### config.mk
export PLATFORM = sky130hd
export DESIGN_NAME = hazard_ctrl
export DESIGN_NICKNAME = d
export VERILOG_FILES = /design/src/rtl/pipe_pkg.sv /design/src/rtl/hazard_match.sv /design/src/rtl/hazard_ctrl.sv
export SDC_FILE = /design/constraint.sdc
export NUM_CORES = 1
export LEC_CHECK = 0
export ABC_AREA = 1
export CAP_MARGIN = 10
export CORE_MARGIN = 2
export CORE_UTILIZATION = 40
export DETAILED_ROUTE_END_ITERATION = 12
export PLACE_DENSITY = 0.74
export SYNTH_ARGS = -nofsm -noshare
export SYNTH_HDL_FRONTEND = slang
export SYNTH_SLANG_ARGS = --single-unit
### constraint.sdc
create_clock -name clk -period 8.6 [get_ports clk]
set_input_delay 2.58 -clock clk [delete_from_list [all_inputs] [get_ports clk]]
set_output_delay 2.58 -clock clk [all_outputs]
set_load 0.02 [all_outputs]
### src/rtl/pipe_pkg.sv
// Shared pipeline types: shadow-stage entry, forward-select codes, operand-unused marker.
package pipe_pkg;

    // tuse value meaning the operand is not read at all
    localparam logic [1:0] TUSE_NONE = 2'd3;

    // D-stage forward source
    typedef enum logic [1:0] {
        FWD_RF = 2'd0,
        FWD_E  = 2'd1,
        FWD_M  = 2'd2,
        FWD_W  = 2'd3
    } fwd_sel_t;

    // Pending register write tracked alongside the real E/M/W stages
    typedef struct packed {
        logic [4:0] dst;
        logic [1:0] tnew;
        logic       md;
    } shadow_t;

    // Advance an entry by one stage: remaining latency drops by one, floored at 0
    function automatic shadow_t age(input shadow_t s);
        shadow_t r;
        r = s;
        if (s.tnew != 2'd0) begin
            r.tnew = s.tnew - 2'd1;
        end
        return r;
    endfunction

endpackage

### src/rtl/hazard_match.sv
// Per-operand hazard check: finds the nearest pending write to the operand register and
// decides between stalling and forwarding from that stage.
module hazard_match
    import pipe_pkg::*;
(
    input  logic [4:0] src,
    input  logic [1:0] tuse,
    input  shadow_t    e_ent,
    input  shadow_t    m_ent,
    input  shadow_t    w_ent,
    output logic       stall_op,
    output logic [1:0] sel
);

    logic     used;
    logic     hit;
    shadow_t  near;
    fwd_sel_t code;

    // Nearest match wins (E > M > W); its latency alone decides stall vs forward
    always_comb begin
        used     = (src != 5'd0) && (tuse != TUSE_NONE);
        hit      = 1'b0;
        near     = '0;
        code     = FWD_RF;
        stall_op = 1'b0;
        sel      = FWD_RF;
        if (used && (e_ent.dst == src)) begin
            hit  = 1'b1;
            near = e_ent;
            code = FWD_E;
        end else if (used && (m_ent.dst == src)) begin
            hit  = 1'b1;
            near = m_ent;
            code = FWD_M;
        end else if (used && (w_ent.dst == src)) begin
            hit  = 1'b1;
            near = w_ent;
            code = FWD_W;
        end
        if (hit) begin
            stall_op = near.tnew > tuse;
            // A not-yet-ready producer that needs no stall is picked up by a later-stage forward
            if (near.tnew == 2'd0) begin
                sel = code;
            end
        end
    end

endmodule

### src/rtl/hazard_ctrl.sv
// Decode-stage hazard controller: shadow E/M/W write tracking, stall/forward decisions
// and the multiply/divide busy countdown.
module hazard_ctrl
    import pipe_pkg::*;
#(
    parameter int unsigned MULT_CYCLES = 5,
    parameter int unsigned DIV_CYCLES  = 10
) (
    input  logic       clk,
    input  logic       reset,
    input  logic [4:0] d_rs,
    input  logic [4:0] d_rt,
    input  logic [1:0] d_tuse_rs,
    input  logic [1:0] d_tuse_rt,
    input  logic [4:0] d_dst,
    input  logic [1:0] d_tnew,
    input  logic       d_md_start,
    input  logic       d_md_is_div,
    input  logic       d_md_use,
    input  logic       flush,
    output logic       stall,
    output logic [1:0] fwd_rs_sel,
    output logic [1:0] fwd_rt_sel,
    output logic       md_busy
);

    localparam int unsigned CNT_W = $clog2(DIV_CYCLES + 1);

    shadow_t          e_q, m_q, w_q;
    shadow_t          e_d, m_d, w_d;
    logic [CNT_W-1:0] cnt_q, cnt_d, cnt_dec;
    logic             stall_rs, stall_rt, md_accept;

    hazard_match u_match_rs (
        .src      (d_rs),
        .tuse     (d_tuse_rs),
        .e_ent    (e_q),
        .m_ent    (m_q),
        .w_ent    (w_q),
        .stall_op (stall_rs),
        .sel      (fwd_rs_sel)
    );

    hazard_match u_match_rt (
        .src      (d_rt),
        .tuse     (d_tuse_rt),
        .e_ent    (e_q),
        .m_ent    (m_q),
        .w_ent    (w_q),
        .stall_op (stall_rt),
        .sel      (fwd_rt_sel)
    );

    assign md_busy = cnt_q != '0;
    assign stall   = stall_rs | stall_rt | (d_md_use & md_busy);

    // Shadow pipeline advance: flush clears, stall injects a bubble into E
    always_comb begin
        e_d = '0;
        m_d = '0;
        w_d = '0;
        if (!flush) begin
            m_d = age(e_q);
            w_d = age(m_q);
            if (!stall) begin
                e_d = '{dst: d_dst, tnew: d_tnew, md: d_md_start};
            end
        end
    end

    // MDU countdown: load on accepted start; a flush kills it only while the op is still in E
    always_comb begin
        md_accept = d_md_start & ~stall & ~flush;
        cnt_dec   = (cnt_q != '0) ? cnt_q - CNT_W'(1) : '0;
        cnt_d     = cnt_dec;
        if (flush) begin
            if (e_q.md) begin
                cnt_d = '0;
            end
        end else if (md_accept) begin
            cnt_d = d_md_is_div ? CNT_W'(DIV_CYCLES) : CNT_W'(MULT_CYCLES);
        end
    end

    // State registers with synchronous reset
    always_ff @(posedge clk) begin
        if (reset) begin
            e_q   <= '0;
            m_q   <= '0;
            w_q   <= '0;
            cnt_q <= '0;
        end else begin
            e_q   <= e_d;
            m_q   <= m_d;
            w_q   <= w_d;
            cnt_q <= cnt_d;
        end
    end

endmodule

==> results of run 1 <==
[power by group]
| group | internal, W | leakage, nW | switching [W] | total (W) |
|---|---|---|---|---|
| logic | 0.0000395 | 0.789 | 0.0000478 | 0.0000873 |
| registers | 0.000126 | 0.211 | 0.00000631 | 0.000132 |
| clock network | 0.0000312 | 0.0216 | 0.0000320 | 0.0000632 |
| total | 0.000197 | 1.02 | 0.0000861 | 0.000283 |
[placed cells by master, fill, tap and decap left out, types with 8 or more instances in the layout]
cell type,n
nor2_2,10
nand2_1,46
xor2_1,18
xnor2_1,9
clkdlybuf4s50_1,32
a21oi_1,8
nor2_1,35
inv_2,8
dfxtp_1,26
inv_1,40
[state kept, by name (all words and copies together), names as in the netlist]
| name | count |
|---|---|
| e_q | 8 |
| w_q | 7 |
| cnt_q | 4 |
| m_q | 7 |
[metal layers]
metal | wire (um) | vias to the layer above | global-route usage (%)
met5 | 0 | - | 0
met1 | 1580 | 644 | 18.4
met2 | 1520 | 39 | 24.0
met3 | 128 | 6 | 0.872
li1 | - | 804 | -
met4 | 53 | 0 | 5.13
[layout make-up]
type | instances | area, um^2 | share of cell area [%]
tap | 50 | 62.6 | 2.91
sequential | 26 | 520 | 24.2
timing repair buffer | 32 | 320 | 14.9
inverter | 48 | 180 | 8.39
multi-input combinational | 168 | 1020 | 47.6
clock buffer | 3 | 41.3 | 1.92
[how the worst max path moves through the flow]
stage	start	to	slack, ps	depth (start not counted)
finish	d_rt[0]	stall	430	17
global route	d_rt[0]	stall	170	17
CTS	d_rt[0]	stall	440	17
detailed placement	d_rt[0]	stall	450	17
global placement	d_rt[1]	stall	580	17
floorplan	d_rt[1]	stall	1800	15
[worst max-delay path: stages]
cell and delay [ps]:
clkdlybuf4s50_1 570, xnor2_1 150, nand2_1 80, nor2_1 150, nand3_2 160, inv_2 100
nor2_2 50, nand2_1 70, nand3_1 60, o21ai_1 120, inv_1 60, ha_1 290
a21oi_1 70, a21oi_1 260, nand2_1 110, nand3_2 100, clkdlybuf4s50_1 600
[per-stage QoR]
stage / cell area, um^2 / power (W)
finish: 2150 / 0.000283
detailed placement: 2110 / 0.000222
global placement: 2110 / 0.000220
global route: 2150 / 0.000302
CTS: 2150 / 0.000286
floorplan: 1730 / 0.000191
[synth_stat cells, drive strengths merged]
cell type and instances:
dfxtp 26, nand2 49, nand4 1, a21oi 10, o21ai 7, xor2 18, clkbuf 1, nor2 47
o211ai 3, nand3 17, xnor2 9, ha 4, nor3 2, nand3b 1, inv 48
[cell families (layout without fill, tap and decap cells)]
family	after synthesis	after routing	synth area share (%)
buffers and inverters	49	83	10.7
adders and majority gates	4	4	2.90
and+or+nand+nor	117	117	34.9
DFF	26	26	30.1
xor gates and xnor gates	27	27	13.7
AOI/OAI and AO/OA	20	20	7.75
==> summary.md, run 1 <==
| Metric | Value |
|---|---|
| Outcome | completed |
| CTS Hold Bufs | 0 |
| Initial antenna violation count | 0 |
| Die Y | 69.7 um |
| Warnings, synthesis | 0 |
| Final setup fails | 0 |
| Syn_area_per_cell | 7.11 um^2 |
| Total negative slack | 0 ps |
| Pleak | 1.02 nW |
| Hold/Removal Path Class | flip-flop to flip-flop |
| Final worst path period need | 8170 ps |
| Max Freq | 122 MHz |
| FF-to-FF End | cnt_q[1]$_SDFF_PP0_ |
| Crit path launch type | primary input |
| Net count, final | 310 |
| #FFs+latches synth | 26 |
| Fin worst setup slack | 433 ps |
| Synth Instances | 243 |
| 1st-iter DRT viols | 56 |
| # IOs | 33 |
| Vias | 1493 |
| TritonCTS clock tree | done |
| Area leader, netlist | dfxtp_1 |
| RSZ-0062 raised after global routing | no |
| Initial Util | 42.3% |
| Synth top area cells | dfxtp_1, nand2_1, xor2_1 |
| Largest fanout on the critical path | 5 |
| Floorplan core area | 4090 um^2 |
| Final Core Density | 52.5% |
| Chip Width | 69.7 um |
| Critical Path AT | 5590 ps |
| Antenna-violating nets left | 0 |
| Gpl congestion | 0.841 |
| Worst reg2reg path startpoint | m_q[3]$_SDFF_PP0_ |
| Slew margin rel. | 70.1% |
| Total wire length | 3290 um |
| Sinks on Clock Net | 26 |
| Ant diodes | 0 |
| Area of the die | 4860 um^2 |
| DP Worst Slack | 447 ps |
| DP Wirelength | 2810 um |
| Pre-antenna DRT Iters | 7 |
| Post-synth top area share | 30.1% |
| Avg Vias per Cell | 4.57 |
| Pwr dens | 132 nW/um^2 |
| CTS H-tree depth | 1 |
| CP Class | primary input to output pin |
| Max-slew violations | 0 |
| Largest net degree at the start of global routing | 14 |
| CTS clock-pin slew for the worst setup and hold paths | 80 ps |
| Syn Nets | 274 |
| Req. time, crit path | 6020 ps |
| Min-delay src | m_q[1]$_SDFF_PP0_ |
| Routed WL per cell | 10.1 um |
| Hold Path End | w_q[1]$_SDFF_PP0_ |
| Grt ovf | 0 |
| MaxCap Viol Count | 0 |
| Sequential share of the synthesized area | 30.1% |
| Port Buffers | 32 |
| First-pass GRT wire length | 5690 um |
| Peak supply drop | 0.107 mV |
| Syn Std Cell Area | 1730 um^2 |
| Netlist cell types | 26 |
| Root buf cell | clkbuf_8 |
| CP endpoint kind | output pin |
| Cells on worst reg2reg path | 17 |
| Clock Latency Late Sink | 260 ps |
| Area grow syn2layout | 24.3% |
| Worst-Margin Slew | 447 ps |
| CTS resizes | 0 |
| WHS Path Cells | 1 |
| Clk_skew | 5.16 ps |
| Register-to-register setup slack | 6050 ps |
| Post-route insts no fill | 327 |
| Hold_ws | 422 ps |
| Placed cells | 324 |
| Max Buffers Root-to-Sink | 2 |
| Crit share post-route | 95.0% |
| Fin. Hold Viols | 0 |
| Share of cells above drive strength 1 | 14.8% |
| Cell Rows | 23 |
| Setup bufs post-CTS | 0 |
| Number of global-route vias before repair | 1340 |
| Drc violations | 0 |
| TritonCTS buffer count | 3 |
| Fill cell count | 398 |
| Total track usage | 14.0% |
Power figures use the tool's default switching activity.
==> inputs of run 2 (changes only) <==
Settings changed: CORE_UTILIZATION 40 to 47, PLACE_DENSITY 0.74 to 0.86, SKIP_LAST_GASP from default to 1.
Clock period 8.6 ns to 7.5 ns, I/O delays scaled along.
==> run 2 against run 1 <==
Sequential cell count unchanged. Die area down 14%. Register-to-register slack worse by 1100 ps. Setup slack better by 65 ps. Hold slack better by 4.4 ps. Sequential power up 15%. Critical path depth unchanged. Routed wire length up 3.7%. Clock power up 79%. Clock skew down 1.4 ps. First-iteration DRC count up 27%. Sequential share of layout area down 0.38 points. Highest routed layer unchanged.
==> summary.md, run 2 (synthesis gave the netlist of run 1 again) <==
| Metric | Value |
|---|---|
| Fill cell count | 321 (-19%) |
| Total power | 0.000366 W (+30%) |
| Largest regs | e_q x8, m_q x7, w_q x7 |
| CTS Hold Bufs | 0 (unchanged) |
| Floorplan core area | 3610 um^2 (-12%) |
| Total track usage | 18.2% (+4.2 points) |
| Worst-Margin Slew | 439 ps (-8.59 ps) |
| Ant diodes | 0 (unchanged) |
| TritonCTS buffer count | 3 (unchanged) |
| Port Buffers | 32 (unchanged) |
| WHS Path Cells | 1 (unchanged) |
| Clock Latency Late Sink | 270 ps (about the same) |
| Hold_ws | 426 ps (+4.41 ps) |
| Outcome | completed |
| Crit path launch type | primary input |
| Avg Vias per Cell | 4.66 (+2.0%) |
| CP endpoint kind | output pin |
| TritonCTS clock tree | done |
| Final setup fails | 0 (unchanged) |
| Pwr dens | 168 nW/um^2 (+28%) |
| Routed WL per cell | 10.5 um (+4.0%) |
| Initial antenna violation count | 0 (unchanged) |
| Antenna-violating nets left | 0 (unchanged) |
| Critical Path AT | 4750 ps (-840 ps) |
| Chip Width | 64.6 um (-7.3%) |
| Area of the die | 4170 um^2 (-14%) |
| MaxCap Viol Count | 0 (unchanged) |
| CTS clock-pin slew for the worst setup and hold paths | 90 ps (about the same) |
| Area after DPL | 2100 um^2 (-0.12%) |
| Total wire length | 3410 um (+3.7%) |
| 1st-iter DRT viols | 71 (+27%) |
| Setup bufs post-CTS | 0 (unchanged) |
| Number of global-route vias before repair | 1461 (+9.0%) |
| Most flops, register | e_q |
| Max-slew violations | 0 (unchanged) |
| CP Class | primary input to output pin |
| Die Y | 64.6 um (-7.3%) |
| Vias | 1518 (+1.7%) |
| Area grow syn2layout | 26.3% |
| Pleak | 1.05 nW (+2.8%) |
| CTS H-tree depth | 1 (unchanged) |
| Sinks on Clock Net | 26 (unchanged) |
| First-pass GRT wire length | 6010 um (+5.7%) |
| Clk_skew | 3.77 ps (-1.40 ps) |
| Pre-antenna DRT Iters | 4 (-3) |
| Cells on worst reg2reg path | 19 (+2) |
| Total negative slack | 0 ps (unchanged) |
| Cell Rows | 22 (-4.3%) |
| Req. time, crit path | 5250 ps (-770 ps) |
| Largest fanout on the critical path | 5 (unchanged) |
| Final Core Density | 60.5% (+7.9 points) |
| DP Wirelength | 2870 um (+2.1%) |
| Final worst path period need | 7000 ps |
| Commonest non-fill, non-tap cell in the layout | nand2_1 |
| Net count, final | 310 (unchanged) |
| Largest net degree at the start of global routing | 16 (+2) |
| Drc violations | 0 (unchanged) |
| Slew margin rel. | 70.7% (+0.57 points) |
| RSZ-0062 raised after global routing | no |
| Peak supply drop | 0.119 mV (+11%) |
| Grt ovf | 0 (unchanged) |
| Crit share post-route | 93.4% |
| Max reg flops | 8 (unchanged) |
| Max Buffers Root-to-Sink | 2 (unchanged) |
| Hold/Removal Path Class | flip-flop to flip-flop |
| Share of cells above drive strength 1 | 15.5% (+0.67 points) |
| Max Freq | 143 MHz |
| Gpl congestion | 0.839 (-0.24%) |
| Fin. Hold Viols | 0 (unchanged) |
| Fin area | 2180 um^2 (+1.6%) |
| Most frequent cells in the layout | nand2_1, inv_1, nor2_1 |
| # IOs | 33 (unchanged) |
| Initial Util | 47.9% (+5.6 points) |
| Root buf cell | clkbuf_8 |
[run 2: through the flow]
step / setup WS [ps] / instances
2_1_floorplan: 1360 / 243
3_3_place_gp: 146 / 322
3_5_place_dp: 56.8 / 322
4_1_cts: 49.1 / 326
5_1_grt: 168 / 326
6_report: 498 / 326
[run 2: worst paths after layout]
path	start	to	slack [ps]
max	d_rt[0]	stall	500
min	m_q[1]$_SDFF_PP0_	w_q[1]$_SDFF_PP0_	430
max reg2reg	m_q[3]$_SDFF_PP0_	cnt_q[0]$_SDFF_PP0_	4960
min reg2reg	m_q[1]$_SDFF_PP0_	w_q[1]$_SDFF_PP0_	430
[run 2: routing by layer]
layer / vias to the layer above / global-route usage [%] / wire, um
met2: 38 / 33.5 / 1670
met4: 0 / 8.24 / 94
li1: 807 / - / -
met3: 9 / 1.56 / 102
met1: 664 / 21.4 / 1540
met5: - / 0 / 0
[run 2: area by class of cell]
type | instances | area [um^2] | area share [%]
sequential | 26 | 520 | 23.9
tap | 48 | 60.1 | 2.75
clock buffer | 3 | 41.3 | 1.89
timing repair buffer | 32 | 323 | 14.8
clock inverter | 1 | 30.0 | 1.38
multi-input combinational | 168 | 1030 | 47.0
inverter | 48 | 180 | 8.26
[run 2: critical path: stages]
cell and delay, ps:
clkdlybuf4s50_1 580, xnor2_1 150, nand2_1 70, nor2_1 130, nand3_2 160, inv_2 100, nor2_2 50, nand2_1 50
nand3_1 50, o21ai_1 120, inv_1 60, ha_1 300, a21oi_1 80, a21oi_2 180, nand2_1 100, nand3_2 90
dlymetal6s2s_1 220
[run 2: repair_timing]
action                                  CTS  global route
endpoints found under the hold margin     0             0
gates resized for setup                   0             2
endpoints found under the setup margin    0             1
[run 2: where the power goes]
part	total, W	internal [W]	switching [W]
combinational	0.000101	0.0000453	0.0000562
sequential	0.000152	0.000144	0.00000729
clock	0.000113	0.0000713	0.0000420
